### config.mk
export PLATFORM = sky130hd
export DESIGN_NAME = rr_priority_arbiter
export DESIGN_NICKNAME = d
export VERILOG_FILES = /design/src/rtl/rr_priority_arbiter_pkg.sv /design/src/rtl/rr_priority_arbiter_priority_pick.sv /design/src/rtl/rr_priority_arbiter.sv
export SDC_FILE = /design/constraint.sdc
export NUM_CORES = 1
export LEC_CHECK = 0
export ABC_CLOCK_PERIOD_IN_PS = 5200
export CAP_MARGIN = 10
export CORE_ASPECT_RATIO = 0.7
export CORE_MARGIN = 3
export CORE_UTILIZATION = 38
export DETAILED_ROUTE_END_ITERATION = 8
export PLACE_DENSITY = 0.59
export SLEW_MARGIN = 25
export SYNTH_ARGS = -nofsm -noshare
export SYNTH_HDL_FRONTEND = slang
export SYNTH_SLANG_ARGS = --single-unit
### constraint.sdc
create_clock -name clk -period 5.2 [get_ports clk]
set_clock_uncertainty 0.15 [all_clocks]
set_input_delay 0.52 -clock clk [delete_from_list [all_inputs] [get_ports clk]]
set_output_delay 0.52 -clock clk [all_outputs]
set_load 0.02 [all_outputs]
### src/rtl/rr_priority_arbiter_pkg.sv
// Shared types and helpers for the request arbiters: FSM states, mode
// encodings and a one-hot to binary index converter.
package arb_pkg;

    typedef enum logic {
        IDLE  = 1'b0,
        GRANT = 1'b1
    } state_t;

    localparam int MODE_FIXED = 0;
    localparam int MODE_RR    = 1;

    // Supports vectors up to 64 bits; callers zero-extend narrower one-hots.
    function automatic int unsigned onehot_to_idx(input logic [63:0] onehot);
        int unsigned idx;
        idx = 0;
        for (int i = 0; i < 64; i++) begin
            if (onehot[i]) begin
                idx = i;
            end
        end
        return idx;
    endfunction

endpackage

### src/rtl/rr_priority_arbiter_priority_pick.sv
// Combinational winner selection: fixed priority (highest index wins) or
// round-robin starting at ptr, using the doubled request vector rotated by ptr.
module priority_pick
    import arb_pkg::*;
#(
    parameter int N     = 8,
    parameter int IDX_W = 3
) (
    input  logic [N-1:0]     req,
    input  logic [IDX_W-1:0] ptr,
    input  logic             mode,
    output logic [N-1:0]     winner,
    output logic [IDX_W-1:0] winner_idx,
    output logic             found
);

    logic [N-1:0] req_rot;
    int           sel;

    always_comb begin
        req_rot = N'({req, req} >> ptr);
        found   = |req;
        sel     = 0;
        if (mode) begin
            // Lowest set bit of the rotated vector is the first requester at or after ptr.
            for (int i = N - 1; i >= 0; i--) begin
                if (req_rot[i]) begin
                    sel = i;
                end
            end
            sel = sel + int'(ptr);
            if (sel >= N) begin
                sel = sel - N;
            end
        end else begin
            for (int i = 0; i < N; i++) begin
                if (req[i]) begin
                    sel = i;
                end
            end
        end
        winner     = found ? (N'(1) << sel) : '0;
        winner_idx = IDX_W'(onehot_to_idx(64'(winner)));
    end

endmodule

### src/rtl/rr_priority_arbiter.sv
// Registered N-way arbiter presenting a one-hot grant plus index, held under a
// valid/ready handshake; re-arbitrates on acceptance for full-rate grants.
module rr_priority_arbiter
    import arb_pkg::*;
#(
    parameter int N     = 8,
    parameter int IDX_W = 3,
    parameter int MODE  = 1
) (
    input  logic             clk,
    input  logic             rst,
    input  logic [N-1:0]     req,
    input  logic             grant_ready,
    output logic             grant_valid,
    output logic [N-1:0]     grant,
    output logic [IDX_W-1:0] grant_idx,
    output logic             any_req
);

    localparam logic MODE_IS_RR = (MODE == MODE_RR);

    state_t           state_q, state_d;
    logic [IDX_W-1:0] ptr_q, ptr_d;
    logic [N-1:0]     grant_q, grant_d;
    logic [IDX_W-1:0] grant_idx_q, grant_idx_d;
    logic             grant_valid_q, grant_valid_d;

    logic [IDX_W-1:0] next_ptr;
    logic [N-1:0]     pick_req;
    logic [IDX_W-1:0] pick_ptr;
    logic [N-1:0]     pick_winner;
    logic [IDX_W-1:0] pick_idx;
    logic             pick_found;

    assign any_req = |req;

    // On acceptance the picker sees the advanced pointer and the request
    // vector with the accepted requester masked out.
    always_comb begin
        next_ptr = '0;
        if (MODE_IS_RR && (int'(grant_idx_q) < N - 1)) begin
            next_ptr = grant_idx_q + IDX_W'(1);
        end
        ptr_d    = ptr_q;
        pick_req = req;
        pick_ptr = ptr_q;
        if (state_q == GRANT && grant_ready) begin
            ptr_d    = next_ptr;
            pick_req = req & ~grant_q;
            pick_ptr = next_ptr;
        end
    end

    priority_pick #(
        .N     (N),
        .IDX_W (IDX_W)
    ) u_pick (
        .req        (pick_req),
        .ptr        (pick_ptr),
        .mode       (MODE_IS_RR),
        .winner     (pick_winner),
        .winner_idx (pick_idx),
        .found      (pick_found)
    );

    always_comb begin
        state_d       = state_q;
        grant_d       = grant_q;
        grant_idx_d   = grant_idx_q;
        grant_valid_d = grant_valid_q;
        case (state_q)
            IDLE: begin
                if (pick_found) begin
                    state_d       = GRANT;
                    grant_d       = pick_winner;
                    grant_idx_d   = pick_idx;
                    grant_valid_d = 1'b1;
                end
            end
            GRANT: begin
                // Ready takes precedence over a simultaneous withdraw.
                if (grant_ready) begin
                    if (pick_found) begin
                        grant_d       = pick_winner;
                        grant_idx_d   = pick_idx;
                        grant_valid_d = 1'b1;
                    end else begin
                        state_d       = IDLE;
                        grant_d       = '0;
                        grant_idx_d   = '0;
                        grant_valid_d = 1'b0;
                    end
                end else if (!req[grant_idx_q]) begin
                    state_d       = IDLE;
                    grant_d       = '0;
                    grant_idx_d   = '0;
                    grant_valid_d = 1'b0;
                end
            end
            default: begin
                state_d       = IDLE;
                grant_d       = '0;
                grant_idx_d   = '0;
                grant_valid_d = 1'b0;
            end
        endcase
    end

    always_ff @(posedge clk or posedge rst) begin
        if (rst) begin
            state_q       <= IDLE;
            ptr_q         <= '0;
            grant_q       <= '0;
            grant_idx_q   <= '0;
            grant_valid_q <= 1'b0;
        end else begin
            state_q       <= state_d;
            ptr_q         <= ptr_d;
            grant_q       <= grant_d;
            grant_idx_q   <= grant_idx_d;
            grant_valid_q <= grant_valid_d;
        end
    end

    assign grant_valid = grant_valid_q;
    assign grant       = grant_q;
    assign grant_idx   = grant_idx_q;

endmodule

==> results.yml <==
timing:
  finalSetupTns_ns: 0
  period_share_pct: 82.5
  holdWs_ns: 0.334
  worst_slew_pin_slew_ns: 0.710
  setup_viol: 0
  slew_violations: 0
  rsz0062_at_grt: "false"
  fin_crit_ns: 4.29
  max_freq_mhz: 233
  relSlewSlack_pct: 52.2
  hold_viol: 0
clock_network:
  clock_latency_ns: 0.25
  clk_pin_slew_worst_paths_ns: 0.07
  cts_hold_buf: 0
  clockRootBuffer: "clkbuf_8"
  htreeDepth: 1
  post_cts_resized: 0
  cts_tree: "done"
  cts_made_buffers: 3
  cts_setup_buffers: 0
  cts.sinks: 16
  clockBufferDepth: 2
power:
  internal_power_uw: 640
  p_clk_share_pct: 8.6
  p_switching_uw: 623
  seq_power_share_pct: 18.4
  comb_power_share_pct: 73.0
  finalPower_uw: 1260
  swShare_pct: 49.3
  vdd_ir_drop_max_mv: 0.414
  power_leakage_uw: 0.000717
  power.density_nw_per_um2: 753
drt:
  wire_per_inst_um: 17.3
  routed_wl_um: 3920
  drtIter0Drc: 157
  dr.pass1.iters: 4
  viasPerCell: 5.95
  num_vias: 1344
  final_antenna_net_count: 0
  drc: 0
flow_run:
  cap_violations: 0
status:
  status: "finished clean"
placed_design:
  gp_congestion: 0.899
  dpl.hpwl_um: 2960
  place_area_um2: 1620
  numPortBuffers: 23
logic_synthesis:
  synth-seq-area-share_pct: 29.4
  synth_seq_cells: 16
  syn_area_um2: 1360
  ys_async_sr_fraction_pct: 100
  synth_edf_count: 0
  synth.avg_cell_area_um2: 8.74
  yosysTopAreaCell: "dfrtp_1"
  synth_top_area_share_pct: 29.4
  ys.warnings.count: 0
  synth_cell_types: 42
  ys.flop_type: "dfrtp_1"
  synth_nets: 171
  netlist_top_cells_area: "dfrtp_1 (29%), nand2_1 (7.7%), o21ai_0 (6.6%)"
  netlist_instances: 156
global_route:
  antenna_found_initial: 0
  grt_pass1_wl_um: 6480
  grt_pass1_vias: 1307
  grt_remaining_overflow: 0
  grt_usage_pct: 18.6
  grt_max_degree: 17
hold_path:
  hold_path_depth: 2
  hold_path.class: "flip-flop to flip-flop"
finish:
  fillers: 325
  nNetsFinal: 195
  design_area_um2: 1680
  drive_gt1_share_pct: 8.38
  antenna_cells: 0
  final_core_util_pct: 50.9
  synthToLayoutAreaGrowth_pct: 22.9
  final_cell_mix: "nand2_1 (28), clkdlybuf4s50_1 (23), o21ai_0 (18)"
  final_common_cell: "nand2_1"
setup_path:
  arrival_ns: 4.29
  worstSetupStartpointType: "primary input"
  r2r_cells: 14
  endpoint_kind: "flip-flop"
  crit_required_ns: 5.20
  path_class: "primary input to flip-flop"
  worstPathMaxFanout: 10
floorplan:
  design.die.area_um2: 4360
  start_util_pct: 41.4
  die_x_um: 77.6
  die_h_um: 56.1
  coreArea_um2: 3300
  core.rowCount: 17
  ios: 24
## through the flow
stage | instances | setup WS, ns
finish | 226 | 0.909
global route | 226 | 0.684
global placement | 222 | 0.814
detailed placement | 222 | 0.683
floorplan | 156 | 1.54
CTS | 226 | 0.919
## cells in the mapped netlist (3+ instances only)
| cell type | count |
|---|---|
| o21ai_0 | 18 |
| mux2i_1 | 8 |
| nand2b_1 | 3 |
| dfrtp_1 | 16 |
| nand3_1 | 6 |
| o22ai_1 | 8 |
| a21oi_1 | 3 |
| o31ai_1 | 4 |
| ha_1 | 3 |
| inv_1 | 7 |
| nor2_1 | 3 |
| a22o_1 | 9 |
| nand2_1 | 28 |
| o211ai_1 | 3 |
## path summary, 6_finish.rpt
check / slack, ns / endpoint / start
worst min register to register: 0.33 / grant_valid$_DFFE_PP0P_ / grant_valid$_DFFE_PP0P_
min in group asynchronous: 0.49 / grant_valid$_DFFE_PP0P_ / rst
worst min-delay path: 0.33 / grant_valid$_DFFE_PP0P_ / grant_valid$_DFFE_PP0P_
worst max register to register: 1.27 / grant[2]$_DFFE_PP0P_ / grant_idx[0]$_DFFE_PP0P_
max in group asynchronous: 4.00 / grant[7]$_DFFE_PP0P_ / rst
worst max-delay path: 0.91 / grant[2]$_DFFE_PP0P_ / grant_ready
## per-layer routing
layer	up-vias	share of wire, %	GRT usage, %
met5	-	0	0
met3	8	6.7	3.88
li1	626	-	-
met4	0	1.2	6.35
met2	70	43	27.8
met1	640	50	26.3
## layout make-up
| class | instances | area (um2) | share of cell area [%] |
|---|---|---|---|
| clock buffers | 4 | 55.1 | 3.28 |
| multi-input cells | 126 | 887 | 52.9 |
| well taps | 47 | 58.8 | 3.51 |
| inverters | 8 | 30.0 | 1.79 |
| flip-flops and latches | 16 | 400 | 23.9 |
| repair buffers | 25 | 245 | 14.6 |
## flip-flops by register name (all words and copies together) (netlist names)
name / cells
grant: 8
grant_idx: 3
ptr_q: 3
grant_valid: 1
state_q: 1
## cells by family (layout without fill, tap and decap cells)
kind of cell	count (synthesis)	after routing	synth area share, %
xor+xnor	1	1	0.642
simple gates	50	50	17.4
mux	15	15	15.2
compound gates	56	56	27.5
buf+inv	14	37	5.60
flops	16	16	29.4
fa+ha+maj	4	4	4.22
## worst max-delay path, cell delays in order
cell and delay (ns):
clkdlybuf4s50_1 0.62, and2_1 0.41, mux2i_4 0.53, mux2i_1 0.43, nand4bb_1 0.19, o211ai_1 0.10, a211oi_1 0.24, ha_1 0.19
inv_1 0.05, fa_1 0.37, xnor2_1 0.15, or2_2 0.31, o31ai_1 0.19
## power groups by stage
stage	Sequential (uW)	Combinational (uW)	Clock, uW
CTS	232	923	111
global route	240	1030	119
finish	233	922	108
floorplan	237	672	0
detailed placement	233	915	0
global placement	232	906	0
Note: power is estimated with default switching activity, not from simulation.
